===== config.mk =====
export PLATFORM = sky130hd
export DESIGN_NAME = cart_round_ctrl_flat
export DESIGN_NICKNAME = d
export VERILOG_FILES = /design/src/rtl/cart_round_ctrl_pkg.sv /design/src/rtl/cart_round_ctrl_if.sv /design/src/rtl/cart_round_ctrl_tick_timer.sv /design/src/rtl/cart_round_ctrl.sv /design/src/flat_wrapper.sv
export SDC_FILE = /design/constraint.sdc
export NUM_CORES = 1
export LEC_CHECK = 0
export CAP_MARGIN = 20
export CELL_PAD_IN_SITES_DETAIL_PLACEMENT = 1
export CELL_PAD_IN_SITES_GLOBAL_PLACEMENT = 2
export CORE_ASPECT_RATIO = 2
export CORE_UTILIZATION = 29
export CTS_BUF_LIST = sky130_fd_sc_hd__clkbuf_16
export CTS_CLUSTER_DIAMETER = 120
export DETAILED_ROUTE_END_ITERATION = 12
export PLACE_DENSITY = 0.69
export SETUP_SLACK_MARGIN = 0.02
export SLEW_MARGIN = 10
export SYNTH_ARGS = -nofsm -noshare
export SYNTH_HDL_FRONTEND = slang
export SYNTH_SLANG_ARGS = --single-unit

===== constraint.sdc =====
create_clock -name clk -period 2.05 [get_ports clk]
set_input_delay 0.615 -clock clk [delete_from_list [all_inputs] [get_ports clk]]
set_output_delay 0.615 -clock clk [all_outputs]
set_load 0.05 [all_outputs]

===== src/rtl/cart_round_ctrl_pkg.sv =====
// Shared types for the cart round sequencer: round states and winner codes.
package cart_pkg;

  typedef enum logic [1:0] {
    IDLE  = 2'd0,
    COUNT = 2'd1,
    RUN   = 2'd2,
    OVER  = 2'd3
  } round_t;

  localparam logic [1:0] WIN_NONE = 2'b00;
  localparam logic [1:0] WIN_P1   = 2'b01;
  localparam logic [1:0] WIN_P2   = 2'b10;
  localparam logic [1:0] WIN_DRAW = 2'b11;

endpackage


===== src/rtl/cart_round_ctrl_if.sv =====
// Player/level inputs and barrier-chain controls of the round sequencer.
interface cart_round_ctrl_if;
  import cart_pkg::*;

  logic       start;
  logic [2:0] levelS;
  logic       die1;
  logic       die2;
  logic       bom;

  logic       scroll;
  logic       clear;
  round_t     state;
  logic [1:0] count_val;
  logic [1:0] winner;
  logic [1:0] bombs_left;

  modport master (
    output start, levelS, die1, die2, bom,
    input  scroll, clear, state, count_val, winner, bombs_left
  );

  modport slave (
    input  start, levelS, die1, die2, bom,
    output scroll, clear, state, count_val, winner, bombs_left
  );
endinterface


===== src/rtl/cart_round_ctrl_tick_timer.sv =====
// Programmable-period down-counter; done is high for one cycle every
// `period` cycles while enabled, counting from the most recent restart.
module tick_timer #(
  parameter int W = 5
) (
  input  logic         clk,
  input  logic         reset,
  input  logic [W-1:0] period,
  input  logic         restart,
  input  logic         en,
  output logic         done
);
  localparam logic [W-1:0] ONE = 1;

  logic [W-1:0] cnt;

  // A restart cycle never reports done; the new period begins on the next cycle.
  assign done = en && !restart && (cnt == '0);

  // Reload on restart or wrap, otherwise count down while enabled.
  always_ff @(posedge clk or negedge reset) begin
    if (!reset) begin
      cnt <= '0;
    end else if (restart) begin
      cnt <= period - ONE;
    end else if (en) begin
      cnt <= (cnt == '0) ? period - ONE : cnt - ONE;
    end
  end
endmodule


===== src/rtl/cart_round_ctrl.sv =====
// Round sequencer: game FSM, level-dependent scroll tick, bomb arbitration
// and winner latch. Every scroll/clear seen by the barrier chain comes from here.
module cart_round_ctrl
  import cart_pkg::*;
#(
  parameter int BASE_PERIOD = 16,
  parameter int STEP        = 2,
  parameter int COUNT_TICKS = 3,
  parameter int BOMBS       = 2
) (
  input  logic              clk,
  input  logic              reset,
  cart_round_ctrl_if.slave  bus
);
  localparam int W = $clog2(BASE_PERIOD + 1);

  logic         start_q, bom_q;
  logic         start_ev, bom_ev, crash;
  logic         begin_round, bomb_ok, done, tmr_en;
  logic [2:0]   lvl, sel_lvl;
  logic [W-1:0] period;

  round_t       state;
  logic         scroll_r, clear_r;
  logic [1:0]   count_r, winner_r, bombs_r;

  assign start_ev    = bus.start & ~start_q;
  assign bom_ev      = bus.bom & ~bom_q;
  assign crash       = bus.die1 | bus.die2;
  assign begin_round = start_ev && (state == IDLE || state == OVER);
  // A crash in the same cycle takes precedence: the bomb is neither fired nor consumed.
  assign bomb_ok     = (state == RUN) && !crash && bom_ev && (bombs_r != 2'd0);
  assign tmr_en      = (state == COUNT) || (state == RUN);

  // The level is latched on the start edge itself, so that cycle's reload
  // must already use the live selector.
  assign sel_lvl = begin_round ? bus.levelS : lvl;
  assign period  = W'(BASE_PERIOD) - W'(sel_lvl) * W'(STEP);

  tick_timer #(.W(W)) u_timer (
    .clk     (clk),
    .reset   (reset),
    .period  (period),
    .restart (begin_round || bomb_ok),
    .en      (tmr_en),
    .done    (done)
  );

  // Round FSM with registered pulses, countdown, bomb counter and winner latch.
  always_ff @(posedge clk or negedge reset) begin
    if (!reset) begin
      state    <= IDLE;
      start_q  <= 1'b0;
      bom_q    <= 1'b0;
      lvl      <= 3'd0;
      scroll_r <= 1'b0;
      clear_r  <= 1'b0;
      count_r  <= 2'd0;
      winner_r <= WIN_NONE;
      bombs_r  <= 2'(BOMBS);
    end else begin
      start_q  <= bus.start;
      bom_q    <= bus.bom;
      scroll_r <= 1'b0;
      clear_r  <= 1'b0;
      case (state)
        IDLE, OVER: begin
          if (start_ev) begin
            lvl      <= bus.levelS;
            bombs_r  <= 2'(BOMBS);
            count_r  <= 2'(COUNT_TICKS);
            winner_r <= WIN_NONE;
            clear_r  <= 1'b1;
            state    <= COUNT;
          end
        end
        COUNT: begin
          if (done) begin
            count_r <= count_r - 2'd1;
            if (count_r == 2'd1) state <= RUN;
          end
        end
        RUN: begin
          if (crash) begin
            // {die1,die2} already matches the winner encoding: 01 P1, 10 P2, 11 draw.
            winner_r <= {bus.die1, bus.die2};
            state    <= OVER;
          end else if (bomb_ok) begin
            clear_r <= 1'b1;
            bombs_r <= bombs_r - 2'd1;
          end else if (done) begin
            scroll_r <= 1'b1;
          end
        end
        default: state <= IDLE;
      endcase
    end
  end

  assign bus.scroll     = scroll_r;
  assign bus.clear      = clear_r;
  assign bus.state      = state;
  assign bus.count_val  = count_r;
  assign bus.winner     = winner_r;
  assign bus.bombs_left = bombs_r;
endmodule


===== src/flat_wrapper.sv =====
// flat-port wrapper written by rule: the top's interface ports become plain ports
module cart_round_ctrl_flat import cart_pkg::*;
#(
  parameter int BASE_PERIOD = 16,
  parameter int STEP        = 2,
  parameter int COUNT_TICKS = 3,
  parameter int BOMBS       = 2
)
  (clk, reset, bus_start, bus_levelS, bus_die1, bus_die2, bus_bom, bus_scroll, bus_clear, bus_state, bus_count_val, bus_winner, bus_bombs_left);
  cart_round_ctrl_if bus_i ();
  input  logic clk;
  input  logic reset;
  input wire logic [$bits(bus_i.start)-1:0] bus_start;
  input wire logic [$bits(bus_i.levelS)-1:0] bus_levelS;
  input wire logic [$bits(bus_i.die1)-1:0] bus_die1;
  input wire logic [$bits(bus_i.die2)-1:0] bus_die2;
  input wire logic [$bits(bus_i.bom)-1:0] bus_bom;
  output wire logic [$bits(bus_i.scroll)-1:0] bus_scroll;
  output wire logic [$bits(bus_i.clear)-1:0] bus_clear;
  output wire logic [$bits(bus_i.state)-1:0] bus_state;
  output wire logic [$bits(bus_i.count_val)-1:0] bus_count_val;
  output wire logic [$bits(bus_i.winner)-1:0] bus_winner;
  output wire logic [$bits(bus_i.bombs_left)-1:0] bus_bombs_left;
  assign bus_i.start = bus_start;
  assign bus_i.levelS = bus_levelS;
  assign bus_i.die1 = bus_die1;
  assign bus_i.die2 = bus_die2;
  assign bus_i.bom = bus_bom;
  assign bus_scroll = bus_i.scroll;
  assign bus_clear = bus_i.clear;
  assign bus_state = bus_i.state;
  assign bus_count_val = bus_i.count_val;
  assign bus_winner = bus_i.winner;
  assign bus_bombs_left = bus_i.bombs_left;
  cart_round_ctrl #(.BASE_PERIOD(BASE_PERIOD), .STEP(STEP), .COUNT_TICKS(COUNT_TICKS), .BOMBS(BOMBS)) u_core (.clk(clk), .reset(reset), .bus(bus_i));
endmodule

==> impl_metrics.toml, run 1 <==
[status]
status = "completed"

[setup_path]
end_kind = "flip-flop"
critical_path.n_buffers_inverters = 3
slowest_stage = "clkdlybuf4s50_1"
cp.required_ns = 2.22
cp_top_family = "buffers and inverters"
setup.worst_path.start = "bus_start"
r2r_start = "u_core.bus.state[0]"
max_stage_delay_ns = 0.47
worstPathCellList = "clkdlybuf4s50_1, buf_4, nand2b_1, and2_1, nor3_1, buf_4, mux2i_1"
critPathKind = "input pin to flip-flop"
crit_top_cell = "buf_4"
worstPathMaxFanout = 4
cp-start-kind = "input pin"
cp.arrival_ns = 2.16

[power]
cellLeakagePower_nw = 0.727
powerDensity_mw_per_mm2 = 1100
vdd_drop_max_v = 0.000548

[sta]
fmax_mhz = 503
fin_skew_ns = 0.00256
setup_viol = 0
drv_slew = 0
fin_crit_sh_pct = 97.0
timing.slew.headroom_pct = 73.9
fin_crit_ns = 1.99
whs_ns = 0.513
worst_pin_slew_ns = 0.387
hold_viol_final = 0
rsz0062_at_grt = "false"

[grt]
grt_max_degree = 21
antenna_found_initial = 0
grt_use_total_pct = 18.0
grt-ovfl-total = 0
grt_pass1_wl_um = 5370
grt_pass1_vias = 1147

[cts]
clock_latency_ns = 0.25
root_buffer = "clkbuf_16"
path_clk_slew_ns = 0.06
clock_sinks = 20
cts_htree_levels = 1
cts_buffers = 3
cts_tree = "done"
clockBufferDepth = 2

[placed_design]
io_buffers = 18
routabilityCongestion = 0.809
dp_hpwl_um = 2730
dp.cells = 198
placed_cell_area_mm2 = 0.00152

[layout]
fin_cells = 203
syn_to_final_growth_pct = 44.7
final_util_pct = 44.4
nNetsFinal = 170
fin_area_mm2 = 0.00164
drive_above_1_share_pct = 31.8
nFillCells = 431
diodes = 0

[synth]
ys_ff_latch = 20
synthTopCellsByCount = "dfrtp_1, inv_1, nand2_1, a21oi_1, ha_1"
ys_async_sr_fraction_pct = 100
yosysTopAreaCell = "dfrtp_1"
synthesis.area_mm2 = 0.00113
syn_nets = 128
syn_area_per_cell_um2 = 10.0
synthFlopType = "dfrtp_1"
ys_warn_count = 0
yosysMostFrequentCell = "dfrtp_1"
synth_seq_area_share_pct = 44.4
synth_area_leaders = "dfrtp_1, ha_1, inv_1"
synth_top_area_share_pct = 42.0
yosysUniqueCellTypes = 40
synth_edf_count = 0
syn_inst = 113

[floorplanning]
rows = 31
core_mm2 = 0.00368
dieWidth_um = 46.2
dieArea_mm2 = 0.00417
initial_utilization_pct = 30.7
io_pins = 19
die_y_um = 90.3

[hold_path]
hold_path_class = "flip-flop to flip-flop"
worstHoldStart = "u_core.lvl[2]"

[run]
cap_violations = 0

[route]
ant_nets = 0
route.detailed.drc = 0
firstDrtPassIters = 4
vias_per_cell = 5.13
vias = 1042
drtIter0Drc = 17
wl_per_cell_um = 16.7
wirelength_um = 3390
==> tightest hold or removal path, cell delays in order, from the launching register on <==
cell     delay, ns
dfrtp_1       0.37
nand2_1       0.06
nand2_1       0.05
==> repair_timing <==
| item | 4_1_cts | 5_1_grt |
|---|---|---|
| resized for setup | 1 | 5 |
| setup endpoints to repair | 2 | 4 |
| hold buffers | 0 | 0 |
| gates cloned | 0 | 0 |
| pin swaps | 1 | 3 |
| setup buffers | 0 | 1 |
==> final cells by class <==
type	count	area, um^2	share of cell area, %
Clock inverter	1	3.75	0.229
Multi-Input combinational cell	78	618	37.8
Inverter	13	48.8	2.98
Sequential cell	20	504	30.8
Clock buffer	3	75.1	4.59
Tap cell	49	61.3	3.75
Timing Repair Buffer	39	325	19.9
==> report_power, final <==
part	internal, mW	switching [mW]
clock network	0.260	0.151
logic	0.332	0.469
registers	0.495	0.0925
==> metrics by stage <==
stage	worst slack, ns	TNS, ns	total power, mW
after CTS	0.0254	0	1.80
after floorplan	0.0232	0	1.06
after global placement	-0.215	-1.20	1.34
after global routing	0.00647	0	1.92
final	0.0622	0	1.80
after detailed placement	-0.237	-1.79	1.38
==> layout by cell type (no fill, tap or decap), drive strengths merged, types with 2 or more instances in the layout <==
cell type and n:
a211oi 2, ha 6, dfrtp 19, buf 31, o32ai 2, a311oi 2
a21oi 9, nand2b 2, clkbuf 3, o21ai 6, mux2i 2, a31oi 2
nor3b 3, inv 14, or3b 2, nand2 12, nor4b 3, nor3 5
nor2 3, clkdlybuf4s50 8
==> flip-flops by register name, summed over array words and instances (netlist names) <==
signal and cells:
u_core.bus.scroll 1, u_core.bus.clear 1, u_core.bus.bombs_left 2, u_core.bus.winner 2, u_core.bus.count_val 2, u_core.u_timer.cnt 5, u_core.bom_q 1, u_core.bus.state 2
u_core.start_q 1, u_core.lvl 3
==> kinds of logic (layout without fill, tap and decap cells) <==
logic type	count (synthesis)	in the layout	synth area share [%]
buffers and inverters	15	56	4.98
adder cells (fa/ha/maj)	6	6	6.64
multiplexers	3	3	2.77
AND/OR/NAND/NOR	37	37	20.6
AO/OA/AOI/OAI	31	31	19.9
flip-flops	20	20	44.4
XOR/XNOR	1	1	0.774
==> per-layer routing <==
layer	GRT usage, %	wire, um	vias to the layer above
met2	31.8	1940	29
met3	1.80	72	13
met1	19.0	1220	510
li1	-	-	490
met4	10.0	160	0
met5	0	0	-
==> worst paths after layout <==
check                      slack (ns)  cells past startpoint                       end
hold reg to reg                  0.51                      2             u_core.lvl[2]
hold / removal                   0.51                      2             u_core.lvl[2]
setup reg to reg                 0.16                      6     u_core.u_timer.cnt[1]
max in group asynchronous        1.06                      2  u_core.bus.bombs_left[1]
min in group asynchronous        0.71                      2     u_core.u_timer.cnt[3]
setup / recovery                 0.06                      7      u_core.bus.winner[1]
No activity file was read; power rests on OpenSTA's default activity.
==> inputs of run 2 (changes only) <==
Settings changed: REMOVE_ABC_BUFFERS from default to 1.
==> run 2 against run 1 <==
Net effect: design area down 0.99%; first-iteration DRC count up 12%; setup slack better by 0.013 ns; non-clock buffer count unchanged; via count down 1.5%; sequential share of layout area up 0.15 points; final cell count unchanged; critical path type unchanged; sequential power down 2%.
==> impl_metrics.toml, run 2 (synthesis results as in run 1) <==
[route]
vias_per_cell = 5.05
wl_per_cell_um = 15.7
vias = 1026
ant_nets = 0
route.detailed.drc = 0
drtIter0Drc = 19
firstDrtPassIters = 3
wirelength_um = 3180

[floorplanning]
initial_utilization_pct = 30.7
die_y_um = 90.3
rows = 31
dieArea_mm2 = 0.00417
io_pins = 19
core_mm2 = 0.00368
dieWidth_um = 46.2

[power]
power_frac_seq_pct = 33.3
cellLeakagePower_nw = 0.742
intPower_mw = 1.07
combPwrFrac_pct = 43.8
p_total_mw = 1.74
p_switching_mw = 0.667
pwr-share-clk_pct = 22.9
p_sw_share_pct = 38.4
powerDensity_mw_per_mm2 = 1070
vdd_drop_max_v = 0.000563

[hold_path]
hold_end = "u_core.lvl[2]"
worstHoldStart = "u_core.lvl[2]"
holdPathStages = 2
hold_path_class = "flip-flop to flip-flop"

[sta]
whs_ns = 0.510
fmax_mhz = 506
timing.slew.headroom_pct = 80.1
hold_viol_final = 0
drv_slew = 0
setup_viol = 0
final.setup.worst_slack_ns = 0.0751
rsz0062_at_grt = "false"
fin_crit_ns = 1.97
worst_pin_slew_ns = 0.294
fin_skew_ns = 0.00389
fin_crit_sh_pct = 96.3

[setup_path]
critPathKind = "input pin to flip-flop"
cp.arrival_ns = 2.14
reg2reg_to = "u_core.u_timer.cnt[1]"
cp.required_ns = 2.21
r2r_slack_ns = 0.11
cp-start-kind = "input pin"
r2r_cells = 6
end_kind = "flip-flop"
r2r_start = "u_core.bus.state[0]"
worstPathMaxFanout = 5

[grt]
grt_pass1_wl_um = 5270
grt-ovfl-total = 0
grt_pass1_vias = 1134
grt_use_total_pct = 17.3
antenna_found_initial = 0
grt_max_degree = 21

[placed_design]
placed_cell_area_mm2 = 0.00151
dp_hpwl_um = 2580
io_buffers = 18
routabilityCongestion = 0.795
place_ws_ns = -0.234

[cts]
clock_sinks = 20
hold_buffers = 0
root_buffer = "clkbuf_16"
path_clk_slew_ns = 0.06
postCtsSetupBuffers = 0
cts_tree = "done"
clock_latency_ns = 0.25
cts_buffers = 3
cts_htree_levels = 1
clockBufferDepth = 2

[layout]
top_register = "u_core.u_timer.cnt"
largest_reg_flops = 5
drive_above_1_share_pct = 30.5
final_cell_mix = "buf_4, dfrtp_1, inv_1"
nNetsFinal = 170
top_regs = "u_core.u_timer.cnt x5, u_core.lvl x3"
layout_commonest_cell = "buf_4"
syn_to_final_growth_pct = 43.3
diodes = 0
fin_area_mm2 = 0.00162
final_util_pct = 44.0

[run]
cap_violations = 0

[status]
status = "completed"
run 2: cell count changes in the layout (fill, tap and decap cells not counted), moves of 2 or more:
| cell | delta |
|---|---|
| dfrtp_2 | -2 |
| clkdlybuf4s50_1 | -2 |
| dlymetal6s2s_1 | +2 |
| dfrtp_1 | +2 |
run 2: worst max path at each step:
stage | cells after the start | end | start | slack, ns
CTS | 5 | u_core.bus.bombs_left[0] | bus_bom | 0.01
detailed placement | 7 | u_core.bus.state[1] | bus_die2 | -0.23
global placement | 5 | u_core.bus.bombs_left[0] | bus_bom | -0.23
finish | 6 | u_core.u_timer.cnt[1] | bus_die2 | 0.08
global route | 6 | u_core.u_timer.cnt[1] | bus_die2 | 0.02
floorplan | 6 | u_core.u_timer.cnt[1] | u_core.bus.state[0] | -0.31
run 2: power by group through the flow:
stage          registers [mW]  logic, mW  clock network [mW]
6_report                0.578      0.761               0.398
5_1_grt                 0.595      0.826               0.437
4_1_cts                 0.581      0.754               0.419
3_5_place_dp            0.588      0.749                   0
3_3_place_gp            0.582      0.732                   0
2_1_floorplan           0.650      0.386                   0
run 2: layer usage:
metal | up-vias | wire, um | GRT usage, %
met5 | - | 0 | 0
met4 | 0 | 65 | 7.60
met3 | 6 | 69 | 2.40
met2 | 16 | 1870 | 30.8
met1 | 514 | 1180 | 18.7
li1 | 490 | - | -
run 2: metrics by stage:
step	setup TNS, ns	instances
floorplan	-0.321	111
global placement	-1.22	199
detailed placement	-1.68	199
CTS	0	203
global route	0	203
finish	0	203
run 2: cell type report:
| type | count | area, um^2 |
|---|---|---|
| repair buffers | 39 | 330 |
| multi-input cells | 78 | 599 |
| clock inverters | 1 | 3.75 |
| flip-flops and latches | 20 | 502 |
| fillers | 434 | 2060 |
| clock buffers | 3 | 75.1 |
| inverters | 13 | 48.8 |
| well taps | 49 | 61.3 |
run 2: timing repair:
action                                 4_1_cts  5_1_grt
pin swaps                                    0        3
gates resized for setup                      0        8
endpoints found under the hold margin        0        0
setup endpoints to repair                    2        6
run 2: worst max-delay path: stages:
cell and delay, ns:
clkdlybuf4s50_1 0.51, or3b_4 0.17, nor2_1 0.04, buf_4 0.14
or4_1 0.47, a31oi_1 0.19
==> inputs of run 3 (changes only) <==
Settings changed: CORE_UTILIZATION 29 to 32, CTS_BUF_LIST sky130_fd_sc_hd__clkbuf_16 to sky130_fd_sc_hd__clkbuf_4 sky130_fd_sc_hd__clkbuf_8 sky130_fd_sc_hd__clkbuf_16, PLACE_DENSITY 0.69 to 0.73.
Clock period 2.05 ns to 1.9 ns, I/O delays scaled along.
==> run 3 against run 2 <==
Net effect: first-iteration DRC count is 26% higher; non-clock buffer count is 4 higher; hold slack worse by 0.041 ns; final cell count is 6.4% lower; via count is 0.19% higher; sequential power is 4.7% higher; largest cell class unchanged; combinational power is 27% higher.
==> impl_metrics.toml, run 3 (synthesis results as in run 1) <==
[layout]
diodes = 0
drive_above_1_share_pct = 38.6
nFillCells = 390
fin_area_mm2 = 0.00170
final_cell_mix = "buf_4, dfrtp_1, inv_1, nand2_1, a21oi_1"
syn_to_final_growth_pct = 50.7
fin_cells = 190
top_regs = "u_core.u_timer.cnt x5, u_core.lvl x3"
layout_commonest_cell = "buf_4"
largest_reg_flops = 5
nNetsFinal = 174
top_register = "u_core.u_timer.cnt"

[setup_path]
crit_end = "u_core.bus.bombs_left[1]"
end_kind = "flip-flop"
r2r_slack_ns = 0.04
r2r_start = "u_core.bus.bombs_left[1]"
cp-start-kind = "flip-flop"
cp.required_ns = 2.11
setup.worst_path.start = "u_core.bus.bombs_left[1]"
critPathKind = "flip-flop to flip-flop"
reg2reg_to = "u_core.bus.bombs_left[1]"
worstPathMaxFanout = 3
cp.arrival_ns = 2.07
r2r_cells = 6

[sta]
fin_crit_sh_pct = 98.1
final.setup.worst_slack_ns = 0.0370
drv_slew = 0
fmax_mhz = 537
fin_skew_ns = 0.00797
timing.slew.headroom_pct = 75.2
hold_viol_final = 0
whs_ns = 0.469
worst_pin_slew_ns = 0.366
rsz0062_at_grt = "true"
setup_viol = 0
fin_crit_ns = 1.86

[grt]
grt_pass1_vias = 1202
grt_pass1_wl_um = 5480
grt_max_degree = 21
grt-ovfl-total = 0
grt_use_total_pct = 20.0
antenna_found_initial = 0

[power]
pwr-share-clk_pct = 22.1
combPwrFrac_pct = 47.9
p_sw_share_pct = 38.2
p_switching_mw = 0.770
intPower_mw = 1.24
vdd_drop_max_v = 0.000797
power_frac_seq_pct = 30.0
powerDensity_mw_per_mm2 = 1180
cellLeakagePower_nw = 0.773

[route]
route.detailed.drc = 0
drtIter0Drc = 24
wirelength_um = 3280
vias = 1028
firstDrtPassIters = 3
wl_per_cell_um = 17.2
vias_per_cell = 5.41
ant_nets = 0

[cts]
cts_htree_levels = 1
cts_tree = "done"
clock_sinks = 20
root_buffer = "clkbuf_8"
cts_buffers = 3
hold_buffers = 0
clockBufferDepth = 2
path_clk_slew_ns = 0.09
clock_latency_ns = 0.27

[floorplanning]
die_y_um = 86.1
io_pins = 19
dieWidth_um = 44.0
initial_utilization_pct = 33.5
rows = 30
dieArea_mm2 = 0.00379
core_mm2 = 0.00338

[status]
status = "completed"

[run]
cap_violations = 0

[placed_design]
dp_hpwl_um = 2640
place_ws_ns = -0.383
routabilityCongestion = 0.872
io_buffers = 18
dp.cells = 184
placed_cell_area_mm2 = 0.00154

[hold_path]
worstHoldStart = "bus_start"
hold_path_class = "input pin to flip-flop"
[run 3: repair_timing]
| action | CTS | global route |
|---|---|---|
| pin swaps | 5 | 5 |
| setup buffers | 0 | 2 |
| setup endpoints to repair | 8 | 9 |
| resized for setup | 14 | 9 |
[run 3: layout make-up]
class,instances,area (um^2),share of cell area (%)
multi-input combinational,78,651,38.2
sequential,20,502,29.4
timing repair buffer,43,392,23.0
inverter,13,48.8,2.86
clock buffer,3,41.3,2.42
tap,32,40.0,2.35
clock inverter,1,30.0,1.76
[run 3: worst max-delay path, stage by stage, from the launching register on]
cell and delay (ns):
dfstp_2 0.55, inv_2 0.05, ha_4 0.16, or3b_4 0.43, a2111oi_4 0.37, a22o_1 0.19
a21boi_2 0.05
[run 3: worst min-delay path by stage]
| stage | endpoint | slack, ns | depth (start not counted) |
|---|---|---|---|
| after floorplan | u_core.bom_q | 0.27 | 0 |
| after global placement | u_core.lvl[2] | 0.47 | 2 |
| after detailed placement | u_core.lvl[2] | 0.48 | 2 |
| after CTS | u_core.lvl[2] | 0.51 | 2 |
| after global routing | u_core.start_q | 0.48 | 1 |
| final | u_core.start_q | 0.47 | 1 |
[run 3: metal layers]
layer | up-vias | wire [um] | track usage [%]
met5 | - | 0 | 0
met4 | 0 | 106 | 10.2
met3 | 8 | 75 | 2.95
met2 | 17 | 1970 | 37.7
met1 | 502 | 1130 | 19.5
li1 | 501 | - | -
[run 3: per-stage QoR]
stage / utilization (%) / TNS [ns] / total power [mW]
after floorplan: - / -1.31 / 1.12
after CTS: 49.1 / 0 / 2.00
after global routing: 50.4 / -0.0304 / 2.14
after global placement: 45.6 / -2.91 / 1.51
final: 50.4 / 0 / 2.01
after detailed placement: 45.6 / -3.71 / 1.53
[run 3: power by group through the flow]
| stage | logic [mW] | clock network, mW | registers (mW) |
|---|---|---|---|
| floorplan | 0.417 | 0 | 0.701 |
| global route | 1.06 | 0.462 | 0.619 |
| global placement | 0.904 | 0 | 0.606 |
| finish | 0.964 | 0.445 | 0.605 |
| detailed placement | 0.920 | 0 | 0.613 |
| CTS | 0.949 | 0.446 | 0.605 |
